<file path="config.mk">
export PLATFORM = sky130hd
export DESIGN_NAME = seg7_scan_capture
export DESIGN_NICKNAME = d
export VERILOG_FILES = /design/src/rtl/seg7_pkg.sv /design/src/rtl/seg7_glyph_decode.sv /design/src/rtl/seg7_scan_capture.sv
export SDC_FILE = /design/constraint.sdc
export NUM_CORES = 1
export LEC_CHECK = 0
export ABC_AREA = 1
export CORE_ASPECT_RATIO = 1.75
export CORE_UTILIZATION = 30
export DETAILED_ROUTE_END_ITERATION = 6
export GPL_TIMING_DRIVEN = 1
export PLACE_DENSITY = 0.47
export SYNTH_ARGS = -nofsm -noshare
export SYNTH_HDL_FRONTEND = slang
export SYNTH_SLANG_ARGS = --single-unit
export TNS_END_PERCENT = 1
</file>
<file path="constraint.sdc">
create_clock -name clk -period 5.4 [get_ports clk]
set_input_delay 0.81 -clock clk [delete_from_list [all_inputs] [get_ports clk]]
set_output_delay 0.81 -clock clk [all_outputs]
set_load 0.05 [all_outputs]
</file>
<file path="src/rtl/seg7_pkg.sv">
// Shared constants for the 7-segment scan capture block: hex glyph patterns
// (active-low, bit order {g,f,e,d,c,b,a}), the blank pattern and the
// scan-state enumeration.
package seg7_pkg;

    localparam logic [6:0] SEG_BLANK = 7'h7F;

    localparam logic [6:0] GLYPH_0 = 7'h40;
    localparam logic [6:0] GLYPH_1 = 7'h79;
    localparam logic [6:0] GLYPH_2 = 7'h24;
    localparam logic [6:0] GLYPH_3 = 7'h30;
    localparam logic [6:0] GLYPH_4 = 7'h19;
    localparam logic [6:0] GLYPH_5 = 7'h12;
    localparam logic [6:0] GLYPH_6 = 7'h02;
    localparam logic [6:0] GLYPH_7 = 7'h78;
    localparam logic [6:0] GLYPH_8 = 7'h00;
    localparam logic [6:0] GLYPH_9 = 7'h10;
    localparam logic [6:0] GLYPH_A = 7'h08;
    localparam logic [6:0] GLYPH_B = 7'h03;
    localparam logic [6:0] GLYPH_C = 7'h46;
    localparam logic [6:0] GLYPH_D = 7'h21;
    localparam logic [6:0] GLYPH_E = 7'h06;
    localparam logic [6:0] GLYPH_F = 7'h0E;

    typedef enum logic [1:0] {
        WAIT   = 2'd0,
        SETTLE = 2'd1,
        HELD   = 2'd2
    } scan_state_t;

endpackage

</file>
<file path="src/rtl/seg7_glyph_decode.sv">
// Combinational cathode-pattern to hex-nibble decoder. known is low for any
// pattern that is not one of the 16 hex glyphs; nibble is then 0.
module seg7_glyph_decode
    import seg7_pkg::*;
(
    input  logic [6:0] pattern,
    output logic [3:0] nibble,
    output logic       known
);

    // Look the pattern up in the glyph set
    always_comb begin
        nibble = 4'h0;
        known  = 1'b1;
        case (pattern)
            GLYPH_0: nibble = 4'h0;
            GLYPH_1: nibble = 4'h1;
            GLYPH_2: nibble = 4'h2;
            GLYPH_3: nibble = 4'h3;
            GLYPH_4: nibble = 4'h4;
            GLYPH_5: nibble = 4'h5;
            GLYPH_6: nibble = 4'h6;
            GLYPH_7: nibble = 4'h7;
            GLYPH_8: nibble = 4'h8;
            GLYPH_9: nibble = 4'h9;
            GLYPH_A: nibble = 4'hA;
            GLYPH_B: nibble = 4'hB;
            GLYPH_C: nibble = 4'hC;
            GLYPH_D: nibble = 4'hD;
            GLYPH_E: nibble = 4'hE;
            GLYPH_F: nibble = 4'hF;
            default: known = 1'b0;
        endcase
    end

endmodule

</file>
<file path="src/rtl/seg7_scan_capture.sv">
// Captures the digits shown on a multiplexed 8-digit 7-segment display by
// watching its anode/cathode drives. A digit is accepted once its drive has
// been stable for SETTLE_CYCLES samples; a full frame is published when all
// eight positions have been seen.
// Optional feature macro: SEG7_SCAN_DP_CAPTURE_EN (adds dp_out, per-digit
// decimal-point capture).
//
//   state  | meaning
//   -------+-----------------------------------------------------------
//   WAIT   | idle after reset, no input change seen yet
//   SETTLE | input changed, counting stable samples
//   HELD   | current value accepted (or ignored), wait for next change
module seg7_scan_capture
    import seg7_pkg::*;
#(
    parameter int SETTLE_CYCLES = 4
) (
    input  logic        clk,
    input  logic        rst_n,
    input  logic [7:0]  anode,
    input  logic [6:0]  cathode,
    input  logic        dp,
    input  logic        clear_err,
    output logic [31:0] digits,
    output logic        frame_valid,
    output logic        pattern_err,
    output logic        anode_err
`ifdef SEG7_SCAN_DP_CAPTURE_EN
    ,
    output logic [7:0]  dp_out
`endif
);

    localparam logic [7:0] SETTLE_C = 8'(SETTLE_CYCLES);

    logic [15:0] sync_1, sync_2, prev;
    logic [7:0]  cnt;
    logic [7:0]  an_s;
    logic [6:0]  cat_s;
    logic        changed;
    scan_state_t state, state_nxt;
    logic        accept;
    logic [3:0]  low_cnt;
    logic [2:0]  low_idx;
    logic        one_hot, capture, frame_done;
    logic [3:0]  dec_nibble;
    logic        dec_known;
    logic [31:0] stage, stage_nxt;
    logic [7:0]  seen, seen_nxt;

    assign an_s    = sync_2[15:8];
    assign cat_s   = sync_2[7:1];
    assign changed = (sync_2 != prev);

    // Two-flop synchroniser, previous-sample register and stability counter
    always_ff @(posedge clk or negedge rst_n) begin
        if (!rst_n) begin
            sync_1 <= '1;
            sync_2 <= '1;
            prev   <= '1;
            cnt    <= '0;
        end else begin
            sync_1 <= {anode, cathode, dp};
            sync_2 <= sync_1;
            prev   <= sync_2;
            if (changed)
                cnt <= 8'd1;
            else if (cnt < SETTLE_C)
                cnt <= cnt + 8'd1;
        end
    end

    // State register
    always_ff @(posedge clk or negedge rst_n) begin
        if (!rst_n)
            state <= WAIT;
        else
            state <= state_nxt;
    end

    // Next state; accept fires only on the SETTLE->HELD transition
    always_comb begin
        state_nxt = state;
        accept    = 1'b0;
        case (state)
            WAIT:    if (changed) state_nxt = SETTLE;
            SETTLE:  if (!changed && cnt == SETTLE_C) begin
                         state_nxt = HELD;
                         accept    = 1'b1;
                     end
            HELD:    if (changed) state_nxt = SETTLE;
            default: state_nxt = WAIT;
        endcase
    end

    // Count low anode bits and remember which one (valid when exactly one)
    always_comb begin
        low_cnt = '0;
        low_idx = '0;
        for (int i = 0; i < 8; i++) begin
            if (!an_s[i]) begin
                low_cnt = low_cnt + 4'd1;
                low_idx = 3'(i);
            end
        end
    end

    seg7_glyph_decode u_decode (
        .pattern (cat_s),
        .nibble  (dec_nibble),
        .known   (dec_known)
    );

    assign one_hot = (low_cnt == 4'd1);
    assign capture = accept && one_hot;

    // Staging slot and seen bit as they will be after this cycle's capture
    always_comb begin
        stage_nxt = stage;
        seen_nxt  = seen;
        if (capture) begin
            stage_nxt[{low_idx, 2'b00} +: 4] = dec_known ? dec_nibble : 4'h0;
            seen_nxt[low_idx]                = 1'b1;
        end
    end

    assign frame_done = capture && (seen_nxt == 8'hFF);

    // Staging, seen mask and frame publication
    always_ff @(posedge clk or negedge rst_n) begin
        if (!rst_n) begin
            stage       <= '0;
            seen        <= '0;
            digits      <= '0;
            frame_valid <= 1'b0;
        end else begin
            frame_valid <= frame_done;
            stage       <= stage_nxt;
            if (frame_done) begin
                digits <= stage_nxt;
                seen   <= '0;
            end else begin
                seen <= seen_nxt;
            end
        end
    end

    // Sticky error flags; a same-cycle set wins over clear_err
    always_ff @(posedge clk or negedge rst_n) begin
        if (!rst_n) begin
            pattern_err <= 1'b0;
            anode_err   <= 1'b0;
        end else begin
            if (capture && !dec_known)
                pattern_err <= 1'b1;
            else if (clear_err)
                pattern_err <= 1'b0;
            if (accept && low_cnt >= 4'd2)
                anode_err <= 1'b1;
            else if (clear_err)
                anode_err <= 1'b0;
        end
    end

`ifdef SEG7_SCAN_DP_CAPTURE_EN
    logic [7:0] dp_stage, dp_stage_nxt;

    // Decimal point per digit, stored active-high alongside the nibble
    always_comb begin
        dp_stage_nxt = dp_stage;
        if (capture)
            dp_stage_nxt[low_idx] = ~sync_2[0];
    end

    // Decimal-point staging and publication together with digits
    always_ff @(posedge clk or negedge rst_n) begin
        if (!rst_n) begin
            dp_stage <= '0;
            dp_out   <= '0;
        end else begin
            dp_stage <= dp_stage_nxt;
            if (frame_done)
                dp_out <= dp_stage_nxt;
        end
    end
`endif

endmodule

</file>
---- Word-level counts from Yosys, hierarchy flattened ----
Index checks and enable logic that the tools add are counted.
storage, ports and cells
  flip-flop bits (word level) ............. 133
  input port bits ......................... 19
  output and inout port bits .............. 35
  logic and storage cells ................. 100
cells by class
  $add $sub $neg .......................... 9
  magnitude comparators ................... 4
  eq/ne operators ......................... 23
  shifts and indexed selects .............. 2
  multiplexer cells ....................... 34
  bitwise logic cells ..................... 1
  reductions and logical operators ........ 16
operator list
  kind                                                         number
  one-hot mux 4 bit (15 select lines)                          1
  bitwise mux 32 bit                                           1
  2-to-1 mux 32 bit                                            1
  2-to-1 mux 4 bit                                             8
  2-to-1 mux 8 bit                                             4
  variable shift 4 x 7 -> 32 bit (first input constant)        1
  variable part select 4 x 7 -> 32 bit                         1
  adder 4 x 1 -> 4 bit (second input constant)                 7
  == test 7 bit (second input constant)                        4
  == test 7 x 5 -> 1 bit (second input constant)               3
  == test 7 x 6 -> 1 bit (second input constant)               3
  2-to-1 mux 3 bit                                             6
  != test 16 bit                                               1
  OR reduction 16 bit                                          1
  == test 7 x 2 -> 1 bit (second input constant)               2
  == test 7 x 4 -> 1 bit (second input constant)               2
  2-to-1 mux 1 bit                                             9
  adder 8 x 1 -> 8 bit (second input constant)                 1
  == test 8 x 3 -> 1 bit (second input constant)               1
  == test 8 bit (second input constant)                        1
  less-than comparator 8 x 3 -> 1 bit (second input constant)  1
  bitwise OR 8 bit                                             1
  == test 7 x 3 -> 1 bit (second input constant)               1
  zero test 7 bit                                              1
  18 further kinds                                             27

---- Longest topological paths before layout ----
Gate-level depths: netlist of the first run.
  word-level depth ........................ 21
  depth in mapped cells ................... 32
  mapped depth without buffers ............ 31

---- Modules after synthesis ----
A second synthesis of the first run with hierarchy kept.
unflattened totals
  cell total of the unflattened synthesis .. 708
  area, all modules ....................... 6,281.0 µm²
by module, submodules not included
  module             times used  cells each  area each (µm²)  seq. area each (µm²)
  seg7_scan_capture  1           635         5,943.2          3,388.2
  seg7_glyph_decode  1           73          337.8            0.0

---- Least setup slack after synthesis of the first run ----
No wires, ideal clock.
  path type ............................... reg-to-reg
  start point ............................. reg sync_2[9]
  end point ............................... reg digits[10]
  library setup time ...................... 119 ps
  data arrival time ....................... 4,683 ps
  slack ................................... 598 ps
  stages on the path, launching flop included .. 32
  buffers on the path ..................... 1
  cells stage by stage .................... dfstp_2 inv_1 ha_1 inv_1 nand2_4 nand2_2 ha_1 nand2_1 nand2_1 ha_1 or2_2 nand2_1 inv_1 ha_1 nand2_1 nand2_1 ha_1 or2_2 nand2_1 inv_1 ha_1 nand2_1 o21ai_0 nor2_4 nand3_4 nor2_4 nor2_4 nor2_8 nand3_4 buf_6 nand2_1 nand2_1
between the ends
  longest elaborated chain between the ends .. 18
  elaborated cells on any way between the ends .. 41
ends and longest elaborated chain
  item                    RTL line                  text
  from (decl)             seg7_scan_capture.sv:36   logic [15:0] sync_1, sync_2, prev;
  from (signal assigned)  seg7_scan_capture.sv:64   sync_2 <= sync_1;
  2-to-1 mux 4 bit        seg7_scan_capture.sv:101  if (!an_s[i]) begin
  adder 4 x 1 -> 4 bit    seg7_scan_capture.sv:102  low_cnt = low_cnt + 4'd1;
  2-to-1 mux 4 bit        seg7_scan_capture.sv:101
  adder 4 x 1 -> 4 bit    seg7_scan_capture.sv:102
  2-to-1 mux 4 bit        seg7_scan_capture.sv:101
  adder 4 x 1 -> 4 bit    seg7_scan_capture.sv:102
  2-to-1 mux 4 bit        seg7_scan_capture.sv:101
  adder 4 x 1 -> 4 bit    seg7_scan_capture.sv:102
  [2 not listed]          -
  2-to-1 mux 4 bit        seg7_scan_capture.sv:101
  adder 4 x 1 -> 4 bit    seg7_scan_capture.sv:102
  2-to-1 mux 4 bit        seg7_scan_capture.sv:101
  == test 4 x 1 -> 1 bit  seg7_scan_capture.sv:114  assign one_hot = (low_cnt == 4'd1);
  logical AND 1 bit       seg7_scan_capture.sv:115  assign capture = accept && one_hot;
  2-to-1 mux 8 bit        seg7_scan_capture.sv:121  if (capture) begin
  == test 8 bit           seg7_scan_capture.sv:127  assign frame_done = capture && (seen_nxt == 8'hFF);
  logical AND 1 bit       seg7_scan_capture.sv:127
  to (signal assigned)    seg7_scan_capture.sv:140  digits <= stage_nxt;
  to (decl)               seg7_scan_capture.sv:24   output logic [31:0] digits,
Several ways; a longest one is shown, not always the timed one.
A chain may end at the register's enable or synchronous reset.

---- Final worst setup path of the first run ----
  start point ............................. reg sync_2[9]
  end point ............................... reg digits[24]
Same word-level chain as after synthesis.

==> key figures, run 1 <==
Global route
  • Vias in the first global route: around 5200
  • First-pass GRT wire length: 26.3 mm
  • Grt ovf: 0
  • Largest net degree at the start of global routing: 102
  • Antenna violations before repair: 0
  • Gr usage total: 15.5%

Drt
  • DR WL/cell: 14.5 um
  • Post-Route WL: around 15 mm
  • Vias per cell: 4.69
  • DRT antenna net count: 0
  • Vias: ~5000
  • First-iteration detailed-routing DRC count: 248
  • First drt pass iteration count: 4
  • Drc violations: 0

Setup path
  • CP startpoint kind: flop
  • Worst path buffer plus inverter count: 6
  • Crit Path Class: flop to flop
  • Crit path DAT: 5.44 ns
  • Crit path max fanout: 15
  • Crit path capture type: flop
  • Slowest-stage cell, CP: dfstp_2
  • Crit-path max cell delay: ~0.56 ns
  • Critical Path RT: 5.76 ns
  • Worst path most repeated cell: nand2_1
  • Cell family with most CP delay: simple AND/OR/NAND/NOR gates

Die
  • Core area: 0.0208 sq mm
  • FP Rows: 70
  • I/O Pins: between 50 and 60
  • Die height: 194 um
  • Initial Util: 30.4%
  • Die Width: 112 um
  • DIE AREA: 0.0217 sq mm

Synth
  • Dominant cell type by area after synthesis: dfrtp_1
  • Area contributors post-synth: dfrtp_1, dfstp_2, nand2_1
  • Post-synth EDFFs: 0
  • Synth unique cells: 33
  • Mapped cell area: roughly 0.0063 sq mm
  • Ys flop type: dfrtp_1
  • Average size of a mapped cell: between 8 and 9 sq um
  • Cell with the most instances after synthesis: nand2_1
  • Mapped Nets: 766
  • #FFs+latches synth: 133
  • Synth top area share: 33.6%
  • Synth async-reset ratio: between 90% and 100%
  • Sequential-to-total area share from yosys stat: between 50% and 60%
  • Cells after Synth: 736
  • Synth warn: 0
  • List of most frequent post-synthesis cells: nand2_1, nor2_1, dfrtp_1

Run status
  • Status: finished clean

Timing
  • Fin. Hold Viols: 0
  • Maximum clock rate: 197 MHz
  • Period utilization: between 90% and 100%
  • Worst Tran Pin Value: 0.976 ns
  • Relative slew slack: 34.9%
  • Final WS setup: 0.318 ns
  • Final Max Slew Viols: 0
  • Final setup vio count: 0
  • Clock skew: 0.00913 ns
  • Fin crit period: 5.08 ns
  • Hold slack: 0.353 ns

Layout
  • Design Area, Final: 0.00779 sq mm
  • Filler cells: 2181
  • Multi-input logic area: 0.00256 sq mm
  • P&R area growth vs syn: 22.8%
  • Register area: 0.00339 sq mm
  • Share of cells above drive strength 1: 16.5%
  • Nets@finish: 825
  • N_diodes: 0

Worst hold path
  • Worst Hold Class: flop to flop

Power
  • Worst VDD drop: 0.201 mV
  • Pwr Total: 2420 uW
  • PwrDens: 311 mW/mm^2
  • Static leakage: 0.00374 uW

Placed design
  • Placed Area: between 0.007 and 0.008 sq mm
  • IO buf count: 53
  • Detailed placement HPWL: 11.0 mm
  • Final RePlAce weighted congestion: 0.827
  • DP Worst Slack: 0.144 ns

Clock network
  • Skew-Pair Late Insertion Delay: 0.43 ns
  • CTS root buf: clkbuf_16
  • CTS tree: yes
  • Clock net sink count: 133
  • H-tree depth: 4
  • CTS clk-pin slew, worst paths: 0.06 ns
  • Worst-case clock buffer depth: 2
  • Num CTS Buffers: 17

Flow run
  • Max-Cap Viols: 0
## cell usage in the layout (no fill, tap or decap), types with 6 or more instances in the layout
cell type / instances
clkdlybuf4s50_1: 52
dfrtp_1: 85
clkbuf_16: 20
nand3_1: 35
nor2_4: 6
a21oi_1: 8
dfstp_2: 48
nand2_1: 200
inv_1: 64
inv_2: 7
ha_1: 10
xnor2_1: 15
nor2_1: 87
nor3_1: 31
nand4_1: 62
o21ai_0: 14
buf_4: 12
## path summary, 6_finish.rpt
path	from	end	slack, ns	depth (start not counted)
max	sync_2[9]	digits[24]	0.32	29
min	sync_1[13]	sync_2[13]	0.35	0
max reg2reg	sync_2[9]	digits[24]	0.32	29
min reg2reg	sync_1[13]	sync_2[13]	0.35	0
max in group asynchronous	rst_n	digits[5]	4.00	2
min in group asynchronous	rst_n	seen[3]	0.44	1
## area by class of cell
| class | instances | area share [%] |
|---|---|---|
| Sequential cell | 133 | 43.5 |
| Timing Repair Buffer | 68 | 8.42 |
| Clock buffer | 23 | 6.96 |
| Clock inverter | 9 | 0.771 |
| Inverter | 72 | 3.47 |
| Tap cell | 252 | 4.05 |
| Multi-Input combinational cell | 503 | 32.8 |
## per-stage QoR
step                utilization, %  cells   TNS (ns)
floorplan                        -    736          0
global route                  37.4   1060  -0.000268
detailed placement            34.2   1026          0
CTS                           37.1   1058          0
global placement              34.2   1026          0
finish                        37.4   1060          0
## where the power goes
group          leakage [uW]  internal [uW]  switching (uW)
combinational       0.00176           75.8             149
sequential          0.00168           1030            17.1
clock              0.000297            705             441
total               0.00374           1810             607
## kinds of logic after synthesis
| group | after synthesis | synth area share (%) |
|---|---|---|
| AND/OR/NAND/NOR | 448 | 32.8 |
| XOR/XNOR | 15 | 2.07 |
| flip-flops | 133 | 53.4 |
| buffers and inverters | 100 | 6.71 |
| adder cells (fa/ha/maj) | 11 | 2.17 |
| AO/OA/AOI/OAI | 29 | 2.76 |
## sequential cells by signal, indices dropped and copies added (netlist names)
name / flops
digits: 32
stage: 32
prev: 16
sync_1: 16
sync_2: 16
cnt: 8
seen: 8
state: 2
anode_err: 1
frame_valid: 1
pattern_err: 1
## per-layer routing
| layer | track usage, % | vias up | part of all wire, % |
|---|---|---|---|
| met5 | 0 | - | 0 |
| met3 | 2.37 | 29 | 2.2 |
| met1 | 17.4 | 2355 | 41 |
| met4 | 8.21 | 0 | 2.8 |
| met2 | 27.9 | 82 | 54 |
| li1 | - | 2509 | - |
## timing repair
action / 4_1_cts / 5_1_grt
gates resized for setup: 0 / 11
setup endpoints to repair: 0 / 41
hold buffers: 0 / 0
buffers inserted: 0 / 2
No activity file was read; power rests on OpenSTA's default activity.
==> run 2: changes to the inputs <==
--- a/config.mk
+++ b/config.mk
@@ -8,6 +8,7 @@
 export ABC_AREA = 1
 export CORE_ASPECT_RATIO = 1.75
 export CORE_UTILIZATION = 30
+export CTS_CLUSTER_SIZE = 14
 export DETAILED_ROUTE_END_ITERATION = 6
 export GPL_TIMING_DRIVEN = 1
 export PLACE_DENSITY = 0.47
==> results of run 2 <==
Final layout, timing and power as in run 1 (identical DEF).
==> run 3: changes to the inputs <==
--- a/config.mk
+++ b/config.mk
@@ -5,7 +5,6 @@
 export SDC_FILE = /design/constraint.sdc
 export NUM_CORES = 1
 export LEC_CHECK = 0
-export ABC_AREA = 1
 export CORE_ASPECT_RATIO = 1.75
 export CORE_UTILIZATION = 30
 export CTS_CLUSTER_SIZE = 14
==> key figures, run 3 <==
Drt
  • DR WL/cell: 16.1 um (was 14.5 um)
  • First drt pass iteration count: 4 (unchanged)
  • Post-Route WL: 12.9 mm (was 15.3 mm)
  • DRT antenna net count: 0 (unchanged)
  • Drc violations: 0 (unchanged)
  • Vias: 3795 (was 4975)
  • First-iteration detailed-routing DRC count: 131 (was 248)
  • Vias per cell: 4.76 (was 4.69)

Power
  • Sequential share of power: 44.3% (was 43.3%)
  • PwrDens: 321 mW/mm^2 (was 311 mW/mm^2)
  • Sw Ratio: 24.6% (was 25.1%)
  • Comb power frac: 12.6% (was 9.3%)
  • Static leakage: 0.00322 uW (was 0.00374 uW)
  • Net Sw Power: 589 uW (was 607 uW)
  • Worst VDD drop: 0.181 mV (was 0.201 mV)
  • Clk network pwr share: 43.2% (was 47.4%)
  • Internal power: 1800 uW (was 1810 uW)

Synth
  • #FFs+latches synth: 133 (unchanged)
  • Synth async-reset ratio: 100% (unchanged)
  • Mapped cell area: 0.00592 sq mm (was 0.00634 sq mm)
  • Sequential-to-total area share from yosys stat: 57.2% (was 53.4%)
  • Area contributors post-synth: dfrtp_1, dfstp_2, mux2_2 (was dfrtp_1, dfstp_2, nand2_1)
  • Cell with the most instances after synthesis: dfrtp_1 (was nand2_1)
  • Cells after Synth: 472 (was 736)
  • Post-synth EDFFs: 0 (unchanged)
  • List of most frequent post-synthesis cells: dfrtp_1, mux2_2, dfstp_2 (was nand2_1, nor2_1, dfrtp_1)
  • Average size of a mapped cell: 12.6 sq um (was 8.61 sq um)
  • Dominant cell type by area after synthesis: dfrtp_1 (unchanged)
  • Synth warn: 0 (unchanged)
  • Synth top area share: 35.9% (was 33.6%)
  • Mapped Nets: 502 (was 766)
  • Ys flop type: dfrtp_1 (unchanged)
  • Synth unique cells: 58 (was 33)

Die
  • Initial Util: 30.7% (was 30.4%)
  • I/O Pins: 54 (unchanged)
  • DIE AREA: 0.0203 sq mm (was 0.0217 sq mm)
  • Die height: 188 um (was 194 um)
  • Core area: 0.0193 sq mm (was 0.0208 sq mm)
  • Die Width: 108 um (was 112 um)
  • FP Rows: 67 (was 70)

Layout
  • Multi-input logic area: 0.00245 sq mm (was 0.00256 sq mm)
  • Filler cells: 1869 (was 2181)
  • Most common cell after layout, fill and taps aside: dfrtp_1 (was nand2_1)
  • Share of cells above drive strength 1: 32.4% (was 16.5%)
  • Nets@finish: 573 (was 825)
  • Design Area, Final: 0.00746 sq mm (was 0.00779 sq mm)
  • Register area: 0.00339 sq mm (unchanged)
  • N_diodes: 0 (unchanged)
  • Commonest cells after routing, fill and taps aside: dfrtp_1, mux2_2, clkdlybuf4s50_1, dfstp_2, nor2_1 (was nand2_1, nor2_1, dfrtp_1, inv_1, nand4_1)
  • Util after Layout: 38.7% (was 37.4%)
  • P&R area growth vs syn: 25.9% (was 22.8%)
  • Biggest regs: digits x32, stage x32 (unchanged)
  • Fin cells: 797 (was 1060)

Clock network
  • Clock net sink count: 133 (unchanged)
  • H-tree depth: 4 (unchanged)
  • CTS root buf: clkbuf_16 (unchanged)
  • CTS tree: yes (unchanged)
  • Num CTS Buffers: 17 (unchanged)
  • Skew-Pair Late Insertion Delay: 0.42 ns (was 0.43 ns)
  • CTS clk-pin slew, worst paths: 0.05 ns (was 0.06 ns)
  • # hold bufs at CTS: 0 (unchanged)
  • Worst-case clock buffer depth: 2 (unchanged)

Run status
  • Status: finished clean (unchanged)

Setup path
  • Crit path capture type: flop (unchanged)
  • Worst path most repeated cell: ha_1 (was nand2_1)
  • Slowest-stage cell, CP: dfstp_2 (unchanged)
  • CP startpoint kind: flop (unchanged)
  • Crit path cell chain: inv_1 > ha_4 > xnor2_4 > ha_1 > nand2b_1 > nand2_2 > ha_4 > nand2b_1 > nand2_1 > ha_1 > nor2_1 > a31oi_1 > o21bai_1 > ha_1 > o22ai_2 > inv_1 > ha_1 > xor2_1 > a21oi_1 > or4_4 > a211oi_4 > buf_6 > clkbuf_16 > mux2_2
  • Crit path DAT: 5.47 ns (was 5.44 ns)
  • Crit Path Class: flop to flop (unchanged)
  • Crit-path max cell delay: 0.56 ns (about the same)
  • Critical Path RT: 5.70 ns (was 5.76 ns)
  • Crit path max fanout: 11 (was 15)

Global route
  • Vias in the first global route: 4006 (was 5230)
  • Largest net degree at the start of global routing: 58 (was 102)
  • Antenna violations before repair: 0 (unchanged)
  • Grt ovf: 0 (unchanged)
  • Gr usage total: 13.6% (was 15.5%)
  • First-pass GRT wire length: 21.1 mm (was 26.3 mm)

Placed design
  • Final RePlAce weighted congestion: 0.776 (was 0.827)
  • Placed cells: 759 (was 1026)
  • Placed Area: 0.00677 sq mm (was 0.00713 sq mm)
  • IO buf count: 53 (unchanged)
  • Detailed placement HPWL: 8.87 mm (was 11.0 mm)

Timing
  • Maximum clock rate: 193 MHz (was 197 MHz)
  • Final Max Slew Viols: 0 (unchanged)
  • Relative slew slack: 44.0% (was 34.9%)
  • Fin. Hold Viols: 0 (unchanged)
  • Fin crit period: 5.18 ns (was 5.08 ns)
  • Period utilization: 95.9% (was 94.1%)
  • Final setup vio count: 0 (unchanged)
  • Hold slack: 0.351 ns (was 0.353 ns)
  • Clock skew: 0.00922 ns (was 0.00913 ns)
  • TNS Setup: 0 ns (unchanged)
  • Worst Tran Pin Value: 0.833 ns (was 0.976 ns)

Flow run
  • Max-Cap Viols: 0 (unchanged)

Worst hold path
  • Worst Hold Class: flop to flop (unchanged)
[run 3: cell count changes after synthesis, moves of 12 or more]
| cell | delta |
|---|---|
| nand4_1 | -56 |
| inv_1 | -53 |
| nand2_1 | -177 |
| nand3_1 | -29 |
| mux2_2 | +62 |
| nand2b_1 | +12 |
| nor3_1 | -25 |
| nor2_1 | -62 |
[run 3: cell families after synthesis]
group / share of synthesized area [%]
simple gates: 13.0
flops: 57.2
mux: 12.5
compound gates: 6.40
buf+inv: 2.89
xor+xnor: 5.66
fa+ha+maj: 2.32
[run 3: area by class of cell]
cell class,instances,area share (%)
multi-input cells,303,32.8
well taps,241,4.04
clock buffers,28,6.79
inverters,11,0.553
clock inverters,4,0.285
repair buffers,77,10.1
flip-flops and latches,133,45.4
[run 3: layer usage]
metal	global-route usage [%]	part of all wire (%)	vias up	wire, um
li1	-	-	1818	-
met1	16.2	42	1894	5370
met2	22.4	52	61	6740
met3	3.20	3.0	22	388
met4	7.32	2.9	0	369
met5	0	0	-	0
[run 3: worst paths after layout]
| path | start | endpoint | slack (ns) | depth (start not counted) |
|---|---|---|---|---|
| worst max-delay path | sync_2[8] | digits[1] | 0.22 | 24 |
| worst min-delay path | sync_1[7] | sync_2[7] | 0.35 | 0 |
| worst max register to register | sync_2[8] | digits[1] | 0.22 | 24 |
| worst min register to register | sync_1[7] | sync_2[7] | 0.35 | 0 |
| max in group asynchronous | rst_n | stage[4] | 4.07 | 2 |
| min in group asynchronous | rst_n | sync_2[3] | 0.57 | 1 |
[run 3: repair_timing]
| item | in CTS | in global routing |
|---|---|---|
| pin swaps | 0 | 4 |
| resized for setup | 1 | 16 |
| cloned | 0 | 1 |
| setup buffers | 1 | 4 |
| setup endpoints to repair | 10 | 70 |
[run 3: critical path, delay by kind of cell (launching register included)]
kind / cells / cell delay [ns]
flip-flops: 1 / 0.56
adder cells (fa/ha/maj): 6 / 1.51
AO/OA/AOI/OAI: 5 / 0.90
multiplexers: 1 / 0.33
buffers and inverters: 4 / 0.48
AND/OR/NAND/NOR: 6 / 0.93
XOR/XNOR: 2 / 0.32
[run 3: stage by stage]
stage,total power (uW),setup WS [ns]
floorplan,1240,0.299
global route,2500,-0.0664
global placement,1330,0.150
CTS,2390,0.0150
finish,2390,0.222
detailed placement,1340,-0.0136
[run 3: power groups by stage]
stage	logic (uW)	registers [uW]	clock network, uW
global route	333	1060	1110
floorplan	184	1050	0
global placement	259	1070	0
detailed placement	263	1080	0
finish	300	1060	1030
CTS	265	1060	1070
